--- src/rtl/thermo_pkg.sv ---
// Shared definitions for the thermometer code path.
// - N_BITS_DEF / thermo_width(): binary width default and the derived
//   thermometer width (2**N-1).
// - state_t: qualification state of the decoder (TRACK / LOCKED).
// - popcount() / is_thermo(): operate on a zero-extended word of
//   THERMO_MAX_W bits. Zero extension changes neither the ones count nor
//   legality, so any N_BITS up to N_BITS_MAX can share them.
package thermo_pkg;

    localparam int N_BITS_DEF   = 4;
    localparam int N_BITS_MAX   = 7;
    localparam int THERMO_MAX_W = (32'sd1 <<< N_BITS_MAX) - 32'sd1;
    localparam int PC_W         = 8;

    typedef enum logic {
        TRACK  = 1'b0,
        LOCKED = 1'b1
    } state_t;

    function automatic int thermo_width(input int n);
        return (32'sd1 <<< n) - 32'sd1;
    endfunction

    function automatic logic [PC_W-1:0] popcount(input logic [THERMO_MAX_W-1:0] v);
        logic [PC_W-1:0] n;
        n = {PC_W{1'b0}};
        for (int i = 0; i < THERMO_MAX_W; i++) begin
            n = n + {{(PC_W-1){1'b0}}, v[i]};
        end
        return n;
    endfunction

    // A thermometer word is a contiguous run of ones from bit 0, so adding
    // one carries through the whole run and leaves no overlap with v.
    function automatic logic is_thermo(input logic [THERMO_MAX_W-1:0] v);
        return ((v & (v + THERMO_MAX_W'(1))) == {THERMO_MAX_W{1'b0}});
    endfunction

endpackage

--- src/rtl/thermo_check.sv ---
// Combinational thermometer word analysis.
// Ports:
//   s      in   THERMO_W  synchronized thermometer word
//   ones   out  N_BITS    number of set bits (bubble-corrected value)
//   legal  out  1         1 = s is a legal thermometer code
module thermo_check
    import thermo_pkg::*;
#(
    parameter  int N_BITS   = N_BITS_DEF,
    localparam int THERMO_W = thermo_width(N_BITS)
) (
    input  logic [THERMO_W-1:0] s,
    output logic [N_BITS-1:0]   ones,
    output logic                legal
);

    logic [THERMO_MAX_W-1:0] s_ext_s;
    logic [PC_W-1:0]         pc_s;

    // Ones count and legality of the current word.
    always_comb begin
        s_ext_s = THERMO_MAX_W'(s);
        pc_s    = popcount(s_ext_s);
        ones    = pc_s[N_BITS-1:0];
        // The count never exceeds THERMO_W, so the bits above N_BITS are
        // zero; folding them in keeps the truncation self-consistent.
        legal   = is_thermo(s_ext_s) && (pc_s[PC_W-1:N_BITS] == {(PC_W-N_BITS){1'b0}});
    end

endmodule

--- src/rtl/thermo_decoder.sv ---
// Thermometer-to-binary decoder (receive side of the thermo_code path).
// Synchronizes an asynchronous thermometer word, requires it to be stable
// for STABLE_TICKS en_clk samples, then publishes its ones count.
// Ports:
//   clk         in   1         system clock
//   reset       in   1         synchronous active-high reset
//   en_clk      in   1         sampling strobe from freq_divider
//   thermo_in   in   THERMO_W  async thermometer word (k ones from LSB = k)
//   count       out  N_BITS    registered decoded value
//   upd         out  1         one-clk pulse when count/bubble_err are published
//   bubble_err  out  1         last accepted word was not a legal code
//   locked      out  1         1 = input accepted and stable, 0 = qualifying
module thermo_decoder
    import thermo_pkg::*;
#(
    parameter  int N_BITS       = N_BITS_DEF,
    parameter  int STABLE_TICKS = 3,
    parameter  bit CORRECT      = 1'b1,
    localparam int THERMO_W     = thermo_width(N_BITS)
) (
    input  logic                clk,
    input  logic                reset,
    input  logic                en_clk,
    input  logic [THERMO_W-1:0] thermo_in,
    output logic [N_BITS-1:0]   count,
    output logic                upd,
    output logic                bubble_err,
    output logic                locked
);

    localparam int               CNT_W    = $clog2(STABLE_TICKS) + 1;
    localparam logic [CNT_W-1:0] CNT_LAST = CNT_W'(STABLE_TICKS - 1);

    logic [THERMO_W-1:0] sync1_r;
    logic [THERMO_W-1:0] s_r;
    logic [THERMO_W-1:0] prev_r;
    logic [THERMO_W-1:0] prev_s;
    // Word most recently accepted; re-accepting it after a glitch restores
    // locked without announcing an update.
    logic [THERMO_W-1:0] acc_r;
    logic [THERMO_W-1:0] acc_s;
    logic [CNT_W-1:0]    cnt_r;
    logic [CNT_W-1:0]    cnt_s;
    state_t              state_r;
    state_t              state_s;
    logic [N_BITS-1:0]   count_r;
    logic [N_BITS-1:0]   count_s;
    logic                upd_r;
    logic                upd_s;
    logic                bubble_err_r;
    logic                bubble_err_s;
    logic                locked_r;
    logic                locked_s;
    logic [N_BITS-1:0]   ones_s;
    logic                legal_s;

    thermo_check #(
        .N_BITS (N_BITS)
    ) u_check (
        .s     (s_r),
        .ones  (ones_s),
        .legal (legal_s)
    );

    // Two-flop synchronizer, free-running on every clk.
    always_ff @(posedge clk) begin
        if (reset) begin
            sync1_r <= {THERMO_W{1'b0}};
            s_r     <= {THERMO_W{1'b0}};
        end else begin
            sync1_r <= thermo_in;
            s_r     <= sync1_r;
        end
    end

    // Qualification FSM next-state and output values.
    always_comb begin
        state_s      = state_r;
        prev_s       = prev_r;
        acc_s        = acc_r;
        cnt_s        = cnt_r;
        count_s      = count_r;
        bubble_err_s = bubble_err_r;
        locked_s     = locked_r;
        upd_s        = 1'b0;

        if (en_clk) begin
            if (s_r != prev_r) begin
                // Any change restarts qualification from scratch.
                prev_s   = s_r;
                cnt_s    = {CNT_W{1'b0}};
                state_s  = TRACK;
                locked_s = 1'b0;
            end else begin
                case (state_r)
                    TRACK: begin
                        if (cnt_r < CNT_LAST) begin
                            cnt_s = cnt_r + CNT_W'(1);
                        end else begin
                            state_s  = LOCKED;
                            locked_s = 1'b1;
                            if (s_r != acc_r) begin
                                acc_s        = s_r;
                                upd_s        = 1'b1;
                                bubble_err_s = ~legal_s;
                                if (legal_s || CORRECT) begin
                                    count_s = ones_s;
                                end else begin
                                    count_s = count_r;
                                end
                            end else begin
                                acc_s = acc_r;
                            end
                        end
                    end
                    LOCKED: begin
                        state_s = LOCKED;
                    end
                    default: begin
                        state_s  = LOCKED;
                        locked_s = 1'b1;
                    end
                endcase
            end
        end else begin
            upd_s = 1'b0;
        end
    end

    // State and output registers.
    always_ff @(posedge clk) begin
        if (reset) begin
            state_r      <= LOCKED;
            prev_r       <= {THERMO_W{1'b0}};
            acc_r        <= {THERMO_W{1'b0}};
            cnt_r        <= {CNT_W{1'b0}};
            count_r      <= {N_BITS{1'b0}};
            upd_r        <= 1'b0;
            bubble_err_r <= 1'b0;
            locked_r     <= 1'b1;
        end else begin
            state_r      <= state_s;
            prev_r       <= prev_s;
            acc_r        <= acc_s;
            cnt_r        <= cnt_s;
            count_r      <= count_s;
            upd_r        <= upd_s;
            bubble_err_r <= bubble_err_s;
            locked_r     <= locked_s;
        end
    end

    assign count      = count_r;
    assign upd        = upd_r;
    assign bubble_err = bubble_err_r;
    assign locked     = locked_r;

endmodule

--- config.mk ---
export PLATFORM = sky130hd
export DESIGN_NAME = thermo_decoder
export DESIGN_NICKNAME = d
export VERILOG_FILES = /design/src/rtl/thermo_pkg.sv /design/src/rtl/thermo_check.sv /design/src/rtl/thermo_decoder.sv
export SDC_FILE = /design/constraint.sdc
export NUM_CORES = 1
export LEC_CHECK = 0
export CAP_MARGIN = 0
export CELL_PAD_IN_SITES_DETAIL_PLACEMENT = 1
export CELL_PAD_IN_SITES_GLOBAL_PLACEMENT = 2
export CORE_UTILIZATION = 34
export DETAILED_ROUTE_END_ITERATION = 6
export PLACE_DENSITY_LB_ADDON = 0.1
export SYNTH_ARGS = -nofsm -noshare
export SYNTH_HDL_FRONTEND = slang
export SYNTH_SLANG_ARGS = --single-unit
--- constraint.sdc ---
create_clock -name clk -period 4.3 [get_ports clk]
set_input_delay 0.86 -clock clk [delete_from_list [all_inputs] [get_ports clk]]
set_output_delay 0.86 -clock clk [all_outputs]
set_load 0.005 [all_outputs]
==> qor.yml, run 1 <==
finalSetupTns_ps: 0
synth_common_cells: "71 x dfxtp_1, 36 x a21oi_1, 30 x nor2b_1"
dp_hpwl_mm: 5.89
r2r_cells: 14
cts_buffers: 9
cts_tree: "built"
port_buffers: 24
synth_seq_cells: 71
grt_pass1_vias: 2708
cp-start-kind: "flip-flop"
vias: 2642
syn-num-nets: 403
fillerInstances: 1141
syn-cell-area_um2: 3560
skew_ps: 9.86
final_util_pct: 40.7
max_slew_margin_pct: 21.8
yosysTopAreaCell: "dfxtp_1"
rsz0062_at_grt: "no"
rows: 36
syn_to_final_growth_pct: 13.9
synth.most_common_cell: "dfxtp_1"
tightestPinTransition_ps: 1170
synth-edff-count: 0
path_class: "flip-flop to flip-flop"
wl_mm: 8.87
ant_nets: 0
htree_levels: 3
r2r_start: "s_r[0]$_SDFF_PP0_"
fin_nets: 418
ios: 25
via_per_inst: 5.08
crit_end: "bubble_err$_SDFFE_PP0P_"
yosysSeqAreaShare_pct: 39.9
setup.worst_path.start: "s_r[0]$_SDFF_PP0_"
drc: 0
coreArea_um2: 9950
yosysWarnings: 0
r2r_end: "bubble_err$_SDFFE_PP0P_"
p_leak_nw: 1.48
powerDensity_nw_per_um2: 349
post_cts_buffers: 0
clk_latency_ps: 350
die_h_um: 104
timing.final.crit_share_pct: 95.1
clk_pin_slew_ps: 90
status: "completed"
postCtsResizedCells: 0
initial_utilization_pct: 35.8
clock-root-buffer: "clkbuf_8"
ctsHoldBuffers: 0
finalMaxSlewViolations: 0
irDropWorstVdd_mv: 0.142
cp_max_fo: 2
drtIter0Drc: 119
setup_viol: 0
timing.max_cap.violations: 0
end_kind: "flip-flop"
synthArstFlopShare_pct: 0
antenna_found_initial: 0
r2r_slack_ps: 210
synth-main-ff-cell: "dfxtp_1"
gp_congestion: 0.815
hold_path.class: "flip-flop to flip-flop"
syn_inst: 367
max_freq_mhz: 244
cp.required_ps: 4500
overflow: 0
die_x_um: 104
drive_gt1_share_pct: 13.2
synthTopCellsByArea: "dfxtp_1 40%, nor2b_1 5.3%, a21oi_1 5.1%"
synth_top_area_share_pct: 39.9
die_area_um2: 10900
n_antenna_cell: 0
cts_sinks: 71
grt_max_degree: 46
gr-usage-all-layers_pct: 17.4
grt_pass1_wl_mm: 14.5
yosysUniqueCellTypes: 42
final.min_clock_period_ps: 4090
hold_viol_final: 0
first_pass_iters: 4
cts_buffer_depth: 2
avgRoutedWirePerCell_um: 17.1
cp.arrival_ps: 4290
syn_area_per_cell_um2: 9.71
logic make-up after synthesis:
logic type	synth area share (%)
buffers and inverters	8.96
adder cells (fa/ha/maj)	8.22
XOR/XNOR	10.8
flip-flops	39.9
AND/OR/NAND/NOR	18.7
AO/OA/AOI/OAI	13.5
cell usage in the layout (no fill, tap or decap), drive strengths merged, types with 4 or more instances in the layout:
cell type,Yosys,routed
dfxtp,71,71
a21oi,36,36
nor2b,30,30
nand4,25,25
inv,20,24
clkdlybuf4s50,0,23
nand3,20,20
o31ai,19,19
buf,20,19
nand2,18,18
xnor2,17,17
xor2,15,15
ha,9,9
clkbuf,18,9
fa,9,9
nor4,5,5
o21ai,4,4
nor3,4,4
how the worst min path moves through the flow:
stage,from,endpoint,slack [ps],cells past startpoint
2_1_floorplan,sync1_r[0]$_SDFF_PP0_,s_r[0]$_SDFF_PP0_,410,1
3_3_place_gp,sync1_r[12]$_SDFF_PP0_,s_r[12]$_SDFF_PP0_,420,1
3_5_place_dp,sync1_r[3]$_SDFF_PP0_,s_r[3]$_SDFF_PP0_,420,1
4_1_cts,sync1_r[3]$_SDFF_PP0_,s_r[3]$_SDFF_PP0_,450,1
5_1_grt,sync1_r[4]$_SDFF_PP0_,s_r[4]$_SDFF_PP0_,470,1
6_report,sync1_r[4]$_SDFF_PP0_,s_r[4]$_SDFF_PP0_,440,1
routing by layer:
| metal | track usage, % | part of all wire (%) |
|---|---|---|
| met3 | 4.07 | 2.2 |
| met5 | 0 | 0 |
| met2 | 28.1 | 50 |
| met4 | 4.80 | 0.57 |
| met1 | 23.0 | 47 |
cell type report:
type	count	area [um^2]	share of cell area, %
multi-input cells	238	1840	45.2
clock inverters	7	63.8	1.57
flip-flops and latches	71	1420	35.0
well taps	133	166	4.10
inverters	20	75.1	1.85
repair buffers	42	370	9.13
clock buffers	9	124	3.05
metrics by stage:
step                power (W)  hold slack (ps)  setup WS, ps  cells  cell area [um^2]
CTS                   0.00145              451           124    520              4050
floorplan            0.000858              414           218    367              3560
detailed placement   0.000918              425           156    504              3860
global placement     0.000916              421           235    504              3860
global route          0.00150              467          56.5    520              4060
finish                0.00142              441           209    520              4060
power by group:
group          total [W]  switching [W]  internal [W]
Combinational   0.000213       0.000126     0.0000870
Sequential      0.000688      0.0000119      0.000676
Clock           0.000516       0.000294      0.000222
Total            0.00142       0.000432      0.000985
critical path, cell delays in order (launching register included):
cell and delay, ps:
dfxtp_1 340, inv_1 50, ha_1 290, fa_1 470, fa_1 550, fa_1 440, fa_1 500, inv_1 40
ha_1 200, fa_2 350, a21o_1 180, a22oi_1 130, nand4_1 130, nor3_2 170, a211oi_1 80
registers in the layout (all words and copies together) (netlist names):
name	count
s_r	15
cnt_r	3
count	4
locked	1
prev_r	15
state_r	1
sync1_r	15
acc_r	15
upd	1
bubble_err	1
Power figures use the tool's default switching activity.
==> run 2, diff against run 1 <==
--- a/config.mk
+++ b/config.mk
@@ -8,9 +8,10 @@
 export CAP_MARGIN = 0
 export CELL_PAD_IN_SITES_DETAIL_PLACEMENT = 1
 export CELL_PAD_IN_SITES_GLOBAL_PLACEMENT = 2
+export CORE_ASPECT_RATIO = 0.8
 export CORE_UTILIZATION = 34
 export DETAILED_ROUTE_END_ITERATION = 6
-export PLACE_DENSITY_LB_ADDON = 0.1
+export PLACE_DENSITY = 0.82
 export SYNTH_ARGS = -nofsm -noshare
 export SYNTH_HDL_FRONTEND = slang
 export SYNTH_SLANG_ARGS = --single-unit
==> qor.yml, run 2 (synthesis results as in run 1) <==
layout_common_cells: "71 x dfxtp_1, 36 x a21oi_1, 30 x nor2b_1"  # unchanged
finalMaxSlewViolations: 0  # unchanged
setup_viol: 0  # unchanged
via_per_inst: 5.09  # was 5.08
grt_max_degree: 44  # was 46
crit_path_cell_trace: "inv_1 > ha_1 > fa_1 > fa_1 > fa_1 > fa_1 > inv_1 > ha_1 > fa_2 > a21o_1 > a22oi_1 > nand4_1 > nor3_2 > a211oi_1"  # unchanged
gr-usage-met1_pct: 21.5  # was 23.0%
clk_latency_ps: 340  # was 350 ps
final_cells: 525  # was 520
internal_power_w: 0.00124  # was 0.000985 W
switchingPower_w: 0.000416  # was 0.000432 W
cts_buffers: 9  # unchanged
gr-usage-all-layers_pct: 17.5  # was 17.4%
dp_hpwl_mm: 5.83  # was 5.89 mm
skew_ps: 8.05  # was 9.86 ps
ant_nets: 0  # unchanged
cts_sinks: 71  # unchanged
clockPowerShare_pct: 45.8  # was 36.5%
overflow: 0  # unchanged
timing.final.crit_share_pct: 95.4  # was 95.1%
switching_share_pct: 25.1  # was 30.5%
end_kind: "flip-flop"  # unchanged
powerDensity_nw_per_um2: 397  # was 349 nW/um^2
use_met2_pct: 28.9  # was 28.1%
rsz0062_at_grt: "no"  # unchanged
drive_gt1_share_pct: 12.5  # was 13.2%
combPwrFrac_pct: 12.5  # was 15.0%
max_freq_mhz: 244  # about the same
cts_tree: "built"  # unchanged
path_class: "flip-flop to flip-flop"  # unchanged
clock-root-buffer: "clkbuf_16"  # was clkbuf_8
worst-path-buf-inv: 2  # unchanged
drc: 0  # unchanged
max_slew_margin_pct: 30.0  # was 21.8%
die_area_um2: 10900  # about the same
gp_congestion: 0.827  # was 0.815
irDropWorstVdd_mv: 0.211  # was 0.142 mV
timing.hold.ws_ps: 430  # was 441 ps
status: "completed"  # unchanged
vias: 2673  # was 2,642
initial_utilization_pct: 34.9  # was 35.8%
dpl.cell_count: 510  # was 504
cp-start-kind: "flip-flop"  # unchanged
timing.max_cap.violations: 0  # unchanged
port_buffers: 24  # unchanged
cp.arrival_ps: 4290  # about the same
final.min_clock_period_ps: 4100  # was 4090 ps
cp.required_ps: 4490  # was 4500 ps
die_x_um: 116  # was 104 um
pre_cts_ws_ps: 108  # was 156 ps
first_pass_iters: 4  # unchanged
wl_mm: 8.61  # was 8.87 mm
fin_nets: 417  # was 418
crit_path_frequent_cell: "fa_1"  # unchanged
coreArea_um2: 10200  # was 9950 um^2
antenna_found_initial: 0  # unchanged
rows: 33  # was 36
syn_to_final_growth_pct: 17.0  # was 13.9%
final_common_cell: "dfxtp_1"  # unchanged
slowest_stage: "fa_1"  # unchanged
finalSetupTns_ps: 0  # unchanged
slowest_delay_ps: 550  # about the same
fillerInstances: 1157  # was 1,141
grt_pass1_vias: 2757  # was 2,708
hold_path.class: "flip-flop to flip-flop"  # unchanged
die_h_um: 93.6  # was 104 um
cts_buffer_depth: 2  # unchanged
setup_ws_ps: 198  # was 209 ps
p_leak_nw: 1.53  # was 1.48 nW
gr-usage-met3_pct: 4.60  # was 4.07%
grt_pass1_wl_mm: 14.0  # was 14.5 mm
n_antenna_cell: 0  # unchanged
grt.busiest_layer: "met2"  # unchanged
tightestPinTransition_ps: 1050  # was 1170 ps
hold_viol_final: 0  # unchanged
p_seq_share_pct: 41.7  # was 48.5%
avgRoutedWirePerCell_um: 16.4  # was 17.1 um
ios: 25  # unchanged
cp_max_fo: 2  # unchanged
drtIter0Drc: 111  # was 119
htree_levels: 3  # unchanged
cpLargestDelayFamily: "adder cells"  # unchanged
clk_pin_slew_ps: 60  # was 90 ps
[run 2: changes by cell type in the layout (fill, tap and decap cells not counted), sizes merged]
cell / change
inv: -4
clkbuf: +3
buf: -1
bufinv: +1
clkinvlp: -1
[run 2: path summary, 6_finish.rpt]
| path | start | end | depth (start not counted) | slack, ps |
|---|---|---|---|---|
| hold / removal | sync1_r[0]$_SDFF_PP0_ | s_r[0]$_SDFF_PP0_ | 1 | 430 |
| hold reg to reg | sync1_r[0]$_SDFF_PP0_ | s_r[0]$_SDFF_PP0_ | 1 | 430 |
| setup reg to reg | s_r[0]$_SDFF_PP0_ | bubble_err$_SDFFE_PP0P_ | 14 | 200 |
| setup / recovery | s_r[0]$_SDFF_PP0_ | bubble_err$_SDFFE_PP0P_ | 14 | 200 |
[run 2: stage by stage]
step / power [W] / utilization, % / instance area (um^2)
after floorplan: 0.000858 / - / 3560
after global placement: 0.000907 / 37.9 / 3860
after detailed placement: 0.000912 / 37.9 / 3860
after CTS: 0.00168 / 40.8 / 4160
after global routing: 0.00173 / 40.9 / 4170
final: 0.00166 / 40.9 / 4170
[run 2: power groups by stage]
stage               logic (W)  clock network, W  registers (W)
finish               0.000207          0.000757       0.000691
global route         0.000231          0.000807       0.000692
CTS                  0.000209          0.000776       0.000691
detailed placement   0.000207                 0       0.000705
global placement     0.000203                 0       0.000704
floorplan            0.000158                 0       0.000700
[run 2: layout make-up]
class                      instances  area [um^2]  area share, %
multi-input combinational        238         1840           44.0
sequential                        71         1420           34.1
timing repair buffer              41          363           8.70
clock buffer                      12          256           6.15
tap                              140          175           4.20
inverter                          20         75.1           1.80
clock inverter                     3         42.5           1.02
[run 2: timing repair]
item,4_1_cts,5_1_grt
setup endpoints to repair,0,1
hold buffers,0,0
buffers inserted,0,0
endpoints found under the hold margin,0,0
gates resized for setup,0,2
[run 2: metal layers]
metal | wire length, um | vias to the layer above | part of all wire, %
li1 | - | 1291 | -
met5 | 0 | - | 0
met3 | 318 | 15 | 3.7
met1 | 3940 | 1321 | 46
met2 | 4180 | 46 | 49
met4 | 161 | 0 | 1.9
